==> config.mk <==
export PLATFORM = sky130hd
export DESIGN_NAME = uart_tx_sched
export DESIGN_NICKNAME = d
export VERILOG_FILES = /design/src/rtl/uart_tx_sched_pkg.sv /design/src/rtl/uart_tx_sched_rr_arbiter.sv /design/src/rtl/uart_tx_sched.sv
export SDC_FILE = /design/constraint.sdc
export NUM_CORES = 1
export LEC_CHECK = 0
export CAP_MARGIN = 10
export CORE_UTILIZATION = 45
export CTS_BUF_LIST = sky130_fd_sc_hd__clkbuf_2 sky130_fd_sc_hd__clkbuf_4 sky130_fd_sc_hd__clkbuf_8
export DETAILED_ROUTE_END_ITERATION = 12
export PLACE_DENSITY = 0.75
export REMOVE_ABC_BUFFERS = 1
export SYNTH_ARGS = -nofsm -noshare
export SYNTH_HDL_FRONTEND = slang
export SYNTH_SLANG_ARGS = --single-unit
==> constraint.sdc <==
create_clock -name i_clk -period 5.5 [get_ports i_clk]
set_clock_uncertainty 0.05 [all_clocks]
set_input_delay 1.1 -clock i_clk [delete_from_list [all_inputs] [get_ports i_clk]]
set_output_delay 1.1 -clock i_clk [all_outputs]
set_load 0.1 [all_outputs]
==> src/rtl/uart_tx_sched_pkg.sv <==
// Shared types and constants for the UART transmit scheduler.
package uart_tx_sched_pkg;

    localparam int unsigned BYTE_W = 8;

    typedef enum logic [1:0] {
        StIdle,
        StLaunch,
        StWaitHi,
        StWaitLo
    } sched_state_e;

endpackage

==> src/rtl/uart_tx_sched_rr_arbiter.sv <==
// Combinational round-robin arbiter: search starts one past i_ptr and wraps.
module uart_tx_sched_rr_arbiter #(
    parameter int unsigned N = 4
) (
    input  logic [N-1:0]         i_req,
    input  logic [$clog2(N)-1:0] i_ptr,
    output logic [N-1:0]         o_gnt,
    output logic [$clog2(N)-1:0] o_gnt_id,
    output logic                 o_any
);

    localparam int unsigned IW = $clog2(N);

    int unsigned w_idx;

    // First set request at or after ptr+1 (mod N) wins; winner of the last frame is searched last.
    always_comb begin
        o_gnt    = '0;
        o_gnt_id = '0;
        o_any    = 1'b0;
        w_idx    = 0;
        for (int unsigned k = 1; k <= N; k++) begin
            w_idx = (32'(i_ptr) + k) % N;
            if (!o_any && i_req[IW'(w_idx)]) begin
                o_any              = 1'b1;
                o_gnt[IW'(w_idx)]  = 1'b1;
                o_gnt_id           = IW'(w_idx);
            end
        end
    end

endmodule

==> src/rtl/uart_tx_sched.sv <==
// Shares one UART transmitter among NREQ byte requesters using round-robin arbitration.
// Launches one frame at a time and holds the byte and parity config until BUSY falls.
module uart_tx_sched
    import uart_tx_sched_pkg::*;
#(
    parameter int unsigned NREQ   = 4,
    parameter int unsigned TO_CYC = 16
) (
    input  logic                     i_clk,
    input  logic                     i_rst,
    input  logic [NREQ-1:0]          i_req_valid,
    input  logic [BYTE_W*NREQ-1:0]   i_req_data,
    input  logic [NREQ-1:0]          i_req_par_en,
    input  logic [NREQ-1:0]          i_req_par_typ,
    output logic [NREQ-1:0]          o_req_ack,
    input  logic                     i_tx_busy,
    output logic [BYTE_W-1:0]        o_par_data,
    output logic                     o_data_valid,
    output logic                     o_par_en,
    output logic                     o_par_typ,
    output logic [$clog2(NREQ)-1:0]  o_gnt_id,
    output logic                     o_err_to
);

    localparam int unsigned IDW = $clog2(NREQ);
    // Counter only needs to reach TO_CYC-2; the next step raises the timeout.
    localparam int unsigned CW  = (TO_CYC > 2) ? $clog2(TO_CYC) : 1;

    sched_state_e      r_state;
    logic [CW-1:0]     r_cnt;
    logic [IDW-1:0]    r_ptr;
    logic [IDW-1:0]    r_gnt_id;
    logic [NREQ-1:0]   r_ack;
    logic [BYTE_W-1:0] r_par_data;
    logic              r_data_valid;
    logic              r_par_en;
    logic              r_par_typ;
    logic              r_err_to;

    logic [NREQ-1:0]   w_gnt;
    logic [IDW-1:0]    w_gnt_id;
    logic              w_any;
    logic [BYTE_W-1:0] w_sel_data;
    logic              w_sel_par_en;
    logic              w_sel_par_typ;

    uart_tx_sched_rr_arbiter #(
        .N (NREQ)
    ) u_arb (
        .i_req    (i_req_valid),
        .i_ptr    (r_ptr),
        .o_gnt    (w_gnt),
        .o_gnt_id (w_gnt_id),
        .o_any    (w_any)
    );

    // Route the winning requester's byte and parity config using the one-hot grant.
    always_comb begin
        w_sel_data    = '0;
        w_sel_par_en  = 1'b0;
        w_sel_par_typ = 1'b0;
        for (int unsigned i = 0; i < NREQ; i++) begin
            if (w_gnt[i]) begin
                w_sel_data    = i_req_data[i*BYTE_W +: BYTE_W];
                w_sel_par_en  = i_req_par_en[i];
                w_sel_par_typ = i_req_par_typ[i];
            end
        end
    end

    // Scheduler FSM with registered outputs, timeout counter and round-robin pointer.
    always_ff @(posedge i_clk) begin
        if (i_rst) begin
            r_state      <= StIdle;
            r_cnt        <= '0;
            r_ptr        <= IDW'(NREQ - 1);
            r_gnt_id     <= '0;
            r_ack        <= '0;
            r_par_data   <= '0;
            r_data_valid <= 1'b0;
            r_par_en     <= 1'b0;
            r_par_typ    <= 1'b0;
            r_err_to     <= 1'b0;
        end else begin
            // Strobes default low so each lasts exactly one cycle.
            r_data_valid <= 1'b0;
            r_ack        <= '0;
            r_err_to     <= 1'b0;
            case (r_state)
                StIdle: begin
                    if (!i_tx_busy && w_any) begin
                        r_par_data   <= w_sel_data;
                        r_par_en     <= w_sel_par_en;
                        r_par_typ    <= w_sel_par_typ;
                        r_gnt_id     <= w_gnt_id;
                        r_ack        <= w_gnt;
                        r_data_valid <= 1'b1;
                        r_state      <= StLaunch;
                    end
                end
                StLaunch: begin
                    r_cnt   <= '0;
                    r_state <= StWaitHi;
                end
                StWaitHi: begin
                    if (i_tx_busy) begin
                        r_state <= StWaitLo;
                    end else if (r_cnt == CW'(TO_CYC - 2)) begin
                        // Byte was already acked, so it is dropped; no retry.
                        r_err_to <= 1'b1;
                        r_ptr    <= r_gnt_id;
                        r_state  <= StIdle;
                    end else begin
                        r_cnt <= r_cnt + 1'b1;
                    end
                end
                StWaitLo: begin
                    if (!i_tx_busy) begin
                        r_ptr   <= r_gnt_id;
                        r_state <= StIdle;
                    end
                end
                default: r_state <= StIdle;
            endcase
        end
    end

    assign o_req_ack    = r_ack;
    assign o_par_data   = r_par_data;
    assign o_data_valid = r_data_valid;
    assign o_par_en     = r_par_en;
    assign o_par_typ    = r_par_typ;
    assign o_gnt_id     = r_gnt_id;
    assign o_err_to     = r_err_to;

endmodule

---- Yosys cells after proc, flatten, opt, wreduce, memory -nomap -nowiden ----
Cells that the tools add are included.
W data, S select, Z words.
storage, ports and cells
  bits in registers ....................... 26
  input port bits ......................... 47
  logic and storage cells ................. 115
operators by class
  multiplexer cells ....................... 54
  equal/unequal tests ..................... 10
  reduce and logical (&&, ||, !) cells .... 22
  $add $sub $neg .......................... 5
  bitwise logic cells ..................... 6
  order comparisons ....................... 8
operators with widths
  kind                   count
  $mux W8                4
  $mux W4                6
  $mux W1                22
  $mux W2                11
  $lt A2 B3 Y1 const B   4
  $or A4 B4 Y4           3
  $ne A2 B2 Y1 const B   5
  $bmux W1 S2            4
  $demux W1 S2           4
  $ge A2 B1 Y1 const B   4
  $logic_and A1 B1 Y1    8
  $pmux W2 S4            1
  $pmux W4 S2            1
  $reduce_and A3 Y1      2
  $reduce_or A3 Y1       2
  $add A2 B1 Y2 const B  2
  $add A2 B2 Y2 const B  2
  $add A4 B1 Y4 const B  1
  $eq A2 B2 Y1 const B   2
  $eq A4 B4 Y1 const B   1
  $logic_not A1 Y1       4
  $pmux W2 S2            1
  $reduce_and A4 Y1      1
  $reduce_bool A2 Y1     2
  other kinds (6)        8

---- Logic depth before layout (Yosys ltp) ----
  word-level depth ........................ 17
  mapped depth ............................ 11
  depth with buffers taken out ............ 8

---- Hierarchy ----
From an unflattened synthesis, not the netlist that was laid out.
unflattened totals
  cells, all modules ...................... 220
  area, all modules ....................... 1876.8 um^2
by module, submodules not included
  module                    times used  area each (um^2)  seq. area each (um^2)  cells each
  uart_tx_sched             1           1351.3            520.5                  152
  uart_tx_sched_rr_arbiter  1           525.5             0.0                    68

---- Worst setup path before layout ----
No wires, ideal clock.
  kind .................................... reg2reg
  start ................................... reg r_ptr[0]
  end ..................................... reg r_par_data[0], in the netlist o_par_data[0]
  period minus slack after synthesis ...... 3.103 ns
  buffers on the path ..................... 3
  setup slack ............................. 2.397 ns
  stages on the path, launching flop included .. 12
  arrival ................................. 2.983 ns
  setup time .............................. 0.070 ns
  path through ............................ dfxtp_1 > buf_2 > inv_1 > ha_1 > buf_2 > mux4_2 > or3b_1 > a21oi_1 > or2_2 > buf_6 > a221o_1 > a21oi_1
between the ends
  word-level cells in the longest chain between the ends .. 17
  elaborated cells between the ends (all ways) .. 55
ends and longest elaborated chain
  what                                                   RTL line              RTL
  from (decl)                                            uart_tx_sched.sv:31   logic [IDW-1:0] r_ptr;
  from (signal assigned)                                 uart_tx_sched.sv:76   r_ptr <= IDW'(NREQ - 1);
  from (signal assigned)                                 uart_tx_sched.sv:111  r_ptr <= r_gnt_id;
  from (signal assigned)                                 uart_tx_sched.sv:119  r_ptr <= r_gnt_id;
  branches (longest 17 deep; another with $lt A2 B3 Y1)  n/a
  to (signal assigned)                                   uart_tx_sched.sv:92   r_par_data <= w_sel_data;
  to (decl)                                              uart_tx_sched.sv:34   logic [BYTE_W-1:0] r_par_data;
Several ways; the timed one is not identified. The select of a mux whose other input is x is not followed.
A chain may end at the register's enable or synchronous reset.

---- Final worst setup path ----
  start ................................... reg r_ptr[0]
  end ..................................... reg r_par_data[5], in the netlist o_par_data[5]
Same word-level chain as after synthesis.

==> impl_metrics.tcl <==
set metrics [dict create \
    die_h_um 70.1 \
    place_congestion 0.884 \
    post_drt_wl_per_cell_um 15.6 \
    final_hold_viol_count 0 \
    ys_seq_area_share_pct 25.0 \
    syn_to_final_growth_pct 32.2 \
    vdd_drop_max_mv 0.122 \
    drtIter0Drc 155 \
    synth_seq_cells 26 \
    grt_pass1_vias 1932 \
    p_comb_share_pct 38.6 \
    setup_violations 0 \
    drive_gt1_share_pct 7.02 \
    finalCritPeriodShare_pct 73.5 \
    yosysWarnings 0 \
    grtUsageTotal_pct 22.6 \
    routed_via_density 5.85 \
    swShare_pct 36.7 \
    yosysUniqueCellTypes 53 \
    grt_pass1_wl_um 9130 \
    syn_area_mm2 0.00208 \
    hpwl_um 4040 \
    grt_use_met1_pct 29.8 \
    ant_nets 0 \
    firstDrtPassIters 4 \
    final_max_slew_viol_count 0 \
    slowest_stage "o31ai_1" \
    ioPinCount 65 \
    drv_cap 0 \
    clkLatencyLatePin_ps 290 \
    arrival_ps 4210 \
    cts_tree "done" \
    p_int_uw 388 \
    ys_async_sr_fraction_pct 0 \
    tightest_slew_ps 984 \
    synth_area_leaders "dfxtp_1 25%, ha_1 6.0%, a21oi_1 5.5%" \
    cts_max_path_buffers 2 \
    core_area_mm2 0.00441 \
    clockPowerShare_pct 27.0 \
    antenna_found_initial 0 \
    die_w_um 70.1 \
    htree_levels 1 \
    crit_required_ps 5670 \
    worst-path-buf-inv 2 \
    total_power_uw 613 \
    power_switching_uw 225 \
    portBuffers 64 \
    dpl_worst_slack_ps 1280 \
    holdBufCountCts 0 \
    cts-resized-gates 0 \
    hold_path_class "flop to flop" \
    hold_slack_ps 425 \
    worstSetupPathType "flop to flop" \
    clkSinkCount 26 \
    setup_slack_ps 1460 \
    crit_family "compound AO/OA/AOI/OAI gates" \
    clk_pin_slew_worst_paths_ps 90 \
    status "finished clean" \
    end_kind "flop" \
    root_buffer "clkbuf_8" \
    setup_tns_ps 0 \
    cts_setup_buffers 0 \
    maxSlewHeadroom_pct 34.2 \
    slowest_delay_ps 740 \
    dr_total_vias 2054 \
    worstPathMaxFanout 17 \
    synth_edf_count 0 \
    max_freq_ghz 0.247 \
    power.density_mw_per_mm2 222 \
    synth_area_per_cell_um2 8.34 \
    numCtsBuffers 3 \
    min_period_ps 4040 \
    grt_util_met3_pct 4.33 \
    overflow 0 \
    grt_use_met2_pct 38.5 \
    fin_nets 357 \
    dieArea_mm2 0.00491 \
    final_core_util_pct 62.4 \
    initial_core_util_pct 47.2 \
    synth_top_area_cell "dfxtp_1" \
    rsz0062_at_grt "no" \
    synth_ff_type "dfxtp_1" \
    p_leak_uw 0.00103 \
    core.rowCount 24 \
    postSynthCellCount 250 \
    n_antenna_cell 0 \
    worstPathCellList "inv_1 -> ha_1 -> mux4_2 -> nor3b_1 -> o31ai_1 -> buf_4 -> o2111ai_1 -> a41o_1 -> a21oi_1" \
    busiest_layer "met2" \
    drt_wl_total_um 5480 \
    start_kind "flop" \
    synth_top_area_share_pct 25.0 \
    grt_start_max_net_pins 23 \
    seq_power_share_pct 34.4 \
    route.detailed.drc 0 \
]
cell families (layout without fill, tap and decap cells):
logic type	after synthesis	after routing	synth area share (%)
buffers and inverters	39	88	9.60
flip-flops	26	26	25.0
AO/OA/AOI/OAI	92	92	34.5
adder cells (fa/ha/maj)	10	10	6.00
multiplexers	7	7	5.22
AND/OR/NAND/NOR	76	76	19.7
power groups by stage:
| stage | clock, uW | sequential [uW] | combinational, uW |
|---|---|---|---|
| 2_1_floorplan | 0 | 283 | 84.8 |
| 3_3_place_gp | 0 | 214 | 235 |
| 3_5_place_dp | 0 | 215 | 236 |
| 4_1_cts | 167 | 210 | 236 |
| 5_1_grt | 176 | 213 | 251 |
| 6_report | 166 | 211 | 237 |
cells in the final DEF (no fill, tap or decap), types with 3 or more instances in the layout:
cell type and n:
nand3_1 7, and2_1 3, inv_1 18, o2111ai_1 10, clkdlybuf4s50_1 64, a221o_1 10, nand2_1 17, dfxtp_1 26
nor2b_1 3, a21oi_2 3, nand2b_1 4, a21oi_1 23, a41o_1 10, nor3_1 12, mux2i_1 3, nor2_1 16
ha_1 10, o21ai_0 12, clkbuf_8 3, mux4_2 3, or3b_1 3
state kept, by name, summed over array words and instances (netlist names):
signal        flops
o_par_data        8
o_req_ack         4
r_cnt             4
o_gnt_id          2
r_ptr             2
r_state           2
o_data_valid      1
o_err_to          1
o_par_en          1
o_par_typ         1
cell usage after synthesis, types with 2 or more instances:
master	count
mux2i_1	3
a21oi_1	23
a32oi_1	2
and2_1	3
buf_4	4
nand2_1	17
o21a_1	2
inv_1	18
a221o_1	10
nand3_1	7
a21oi_2	3
a22oi_1	2
a41o_1	10
dfxtp_1	26
a21oi_4	2
mux4_2	3
o2111ai_1	10
nor3_1	12
buf_6	4
o221ai_1	2
a211o_1	2
ha_1	10
buf_2	7
or3b_1	3
o21ai_0	12
nor2_1	16
nand2b_1	4
nor2b_1	3
clkbuf_1	6
final timing paths:
path                   endpoint  cells past startpoint   startpoint  slack (ps)
setup / recovery  o_par_data[5]                      9     r_ptr[0]        1460
hold / removal      o_gnt_id[0]                      2  o_gnt_id[0]         430
setup reg to reg  o_par_data[5]                      9     r_ptr[0]        1460
hold reg to reg     o_gnt_id[0]                      2  o_gnt_id[0]         430
worst reg2reg max path: cells and delay by family (launching register included):
kind	cells	cell delay [ps]
AO/OA/AOI/OAI	4	1240
buffers and inverters	2	610
adder cells (fa/ha/maj)	1	590
AND/OR/NAND/NOR	1	170
flip-flops	1	730
multiplexers	1	590
metal layers:
metal,vias up,wire length [um]
met5,-,0
met4,0,41
met3,4,363
met2,72,2610
met1,936,2470
li1,1042,-
cell type report:
cell class / count / area, um^2
fill: 398 / 1660
multi-input combinational: 185 / 1380
timing repair buffer: 66 / 656
sequential: 26 / 520
inverter: 18 / 67.6
tap: 52 / 65.1
clock buffer: 3 / 41.3
clock inverter: 1 / 30.0
per-stage QoR:
step	area, um^2	cells
finish	2760	351
global route	2760	351
CTS	2760	351
detailed placement	2680	347
global placement	2680	347
floorplan	1950	229
(Power assumes the default switching activity.)
==> patch, RTL diff (same settings) <==
The 4 states of `sched_state_e` get a one-hot encoding in 4 bits.
--- a/src/rtl/uart_tx_sched_pkg.sv
+++ b/src/rtl/uart_tx_sched_pkg.sv
@@ -3,11 +3,11 @@
 
     localparam int unsigned BYTE_W = 8;
 
-    typedef enum logic [1:0] {
-        StIdle,
-        StLaunch,
-        StWaitHi,
-        StWaitLo
+    typedef enum logic [3:0] {
+        StIdle   = 4'b0001,
+        StLaunch = 4'b0010,
+        StWaitHi = 4'b0100,
+        StWaitLo = 4'b1000
     } sched_state_e;
 
 endpackage
Behaviour: no difference found for any inputs over 10 cycles, from zero or initial values and one cycle with i_rst high; not proved beyond that.
==> patch against the unedited design <==
Cell area grew 1.7%. Total power shrank 8.5%. Area after synthesis grew 0.96%. Routed wire length grew 2.3%. Non-clock buffer count grew 1. Worst setup slack gained 150 ps. Sequential cell count grew 2. Highest routed layer unchanged.
==> patch: results (changes against the unedited design) <==
.. list-table::
   :header-rows: 1

   * - Metric
     - Value
   * - Result of the run
     - finished clean
   * - Number of setup buffers added after CTS
     - 0 (unchanged)
   * - CTS buffer count
     - 3 (unchanged)
   * - Max rail drop VDD
     - 0.0951 mV (-22%)
   * - Pin count of the biggest net entering global routing
     - 27 (+17%)
   * - Routed via count divided by cell count
     - 5.92 (+1.2%)
   * - Worst slack at placement
     - 1360 ps (+87.3 ps)
   * - Count of routing violations after the opening detailed-route iteration
     - 111 (-28%)
   * - Placed Cells incl. Taps
     - 349 (+0.58%)
   * - Clock insertion delay at the later pin of the skew report
     - 280 ps
   * - Vias in the first global route
     - 1900 (-1.7%)
   * - Most used DFF post-synth
     - dfxtp_1
   * - Share of synthesized registers carrying an async set or reset
     - 0% (unchanged)
   * - CP arrival
     - 4050 ps (-160 ps)
   * - Synth area leaders
     - dfxtp_1 (27%), a2111oi_2 (6.4%), ha_1 (5.9%)
   * - Final cell count without fillers
     - 353 (+0.57%)
   * - Yosys warning total
     - 0 (unchanged)
   * - Standby leakage power
     - 0.997 nW (-3.2%)
   * - Overall routing resource usage
     - 23.1% (+0.44 points)
   * - Mean instance size in the synthesized netlist
     - 8.45 um^2 (+1.4%)
   * - Post-CTS Resized
     - 0 (unchanged)
   * - Slowest cell on crit path
     - a221o_1
   * - Remaining max-slew budget at the tightest pin
     - 29.9% (-4.3 points)
   * - Last weighted congestion value of the routability-driven placer
     - 0.932 (+5.5%)
   * - Number of antenna repair diodes
     - 0 (unchanged)
   * - First-pass detailed-route iteration total
     - 4 (unchanged)
   * - Clk slew on worst S/H paths
     - 100 ps
   * - Count of unique library cells instantiated by Yosys
     - 56 (+5.7%)
   * - CTS H-tree depth
     - 1 (unchanged)
   * - Class of the worst hold path
     - reg2reg
   * - Delay of the slowest cell on the worst path
     - 820 ps (+80 ps)
   * - Share of final-layout standard cells stronger than drive strength 1
     - 9.30% (+2.3 points)
   * - Wire length of the first global-routing pass
     - 9220 um (+0.99%)
   * - Max FFs per register
     - 8 (unchanged)
   * - Average routed wire per standard cell
     - 15.9 um (+1.7%)
   * - Seq/Total Area, Yosys
     - 26.6% (+1.7 points)
   * - Internal power contribution
     - 380 uW (-2.0%)
   * - HPWL after detailed placement
     - 4080 um (+0.98%)
   * - Cell at the root of the clock tree
     - clkbuf_8
   * - Area of placed instances
     - 0.00273 mm^2 (+1.8%)
   * - Commonest cells post-synth
     - nor2_1 (33), dfxtp_1 (28), nor3_1 (18)
   * - Number of enable-type register cells in the synthesized netlist
     - 0 (unchanged)
   * - Count of nets after finishing
     - 359 (+0.56%)
   * - Port-buffer cells
     - 64 (unchanged)
   * - Initial antenna violation count
     - 0 (unchanged)
   * - # setup viols final
     - 0 (unchanged)
   * - CP max FO
     - 20 (+3)
   * - Worst-case clock buffer depth
     - 2 (unchanged)
## patch: cell types whose count changed in the layout (fill, tap and decap cells not counted), moves of 7 or more
cell / delta
inv_1: -13
a21oi_1: -15
and2_1: +11
o31ai_1: +9
o2111ai_1: -10
o21ai_0: -7
a221o_1: -9
a211oi_1: +10
nor2_1: +17
a41o_1: -10
nand2_1: -8
a2111oi_2: +9
## patch: metal layers
layer  GRT usage (%)  share of wire, %  vias to the layer above
met3            2.02               5.7                       11
met5               0                 0                        -
met2            36.2                47                       64
li1                -                 -                     1046
met1            32.4                45                      969
met4            9.33               2.2                        0
## patch: path summary, 6_finish.rpt
check,from,endpoint,slack (ps),cells after the start
max,r_ptr[0]$_SDFFE_PP1P_,o_par_en$_SDFFE_PP0P_,1610,8
min,o_gnt_id[1]$_SDFFE_PP0P_,o_gnt_id[1]$_SDFFE_PP0P_,430,2
max reg2reg,r_ptr[0]$_SDFFE_PP1P_,o_par_en$_SDFFE_PP0P_,1610,8
min reg2reg,o_gnt_id[1]$_SDFFE_PP0P_,o_gnt_id[1]$_SDFFE_PP0P_,430,2
## patch: kinds of logic (layout without fill, tap and decap cells)
| kind of cell | after synthesis | in the layout | synth area share [%] |
|---|---|---|---|
| mux | 7 | 7 | 4.64 |
| flops | 28 | 28 | 26.6 |
| xor+xnor | 2 | 2 | 0.832 |
| fa+ha+maj | 10 | 10 | 5.95 |
| compound gates | 66 | 66 | 27.9 |
| simple gates | 112 | 112 | 28.3 |
| buf+inv | 24 | 76 | 5.71 |
## patch: worst max-delay path: cells and delay by family (launching register included)
| kind | cells | cell delay [ps] |
|---|---|---|
| multiplexers | 1 | 350 |
| buffers and inverters | 1 | 310 |
| adder cells (fa/ha/maj) | 1 | 540 |
| AO/OA/AOI/OAI | 2 | 1050 |
| flip-flops | 1 | 660 |
| AND/OR/NAND/NOR | 3 | 850 |
## patch: area by class of cell
| class | instances | area [um^2] |
|---|---|---|
| clock buffer | 3 | 41.3 |
| clock inverter | 1 | 30.0 |
| fill | 392 | 1610 |
| inverter | 5 | 18.8 |
| multi-input combinational | 197 | 1420 |
| sequential | 28 | 561 |
| tap | 52 | 65.1 |
| timing repair buffer | 67 | 663 |
## patch: power by group through the flow
| stage | registers, mW | clock network (mW) | logic (mW) |
|---|---|---|---|
| 2_1_floorplan | 0.270 | 0 | 0.0578 |
| 3_3_place_gp | 0.221 | 0 | 0.175 |
| 3_5_place_dp | 0.221 | 0 | 0.176 |
| 4_1_cts | 0.217 | 0.170 | 0.177 |
| 5_1_grt | 0.218 | 0.178 | 0.189 |
| 6_report | 0.217 | 0.167 | 0.177 |
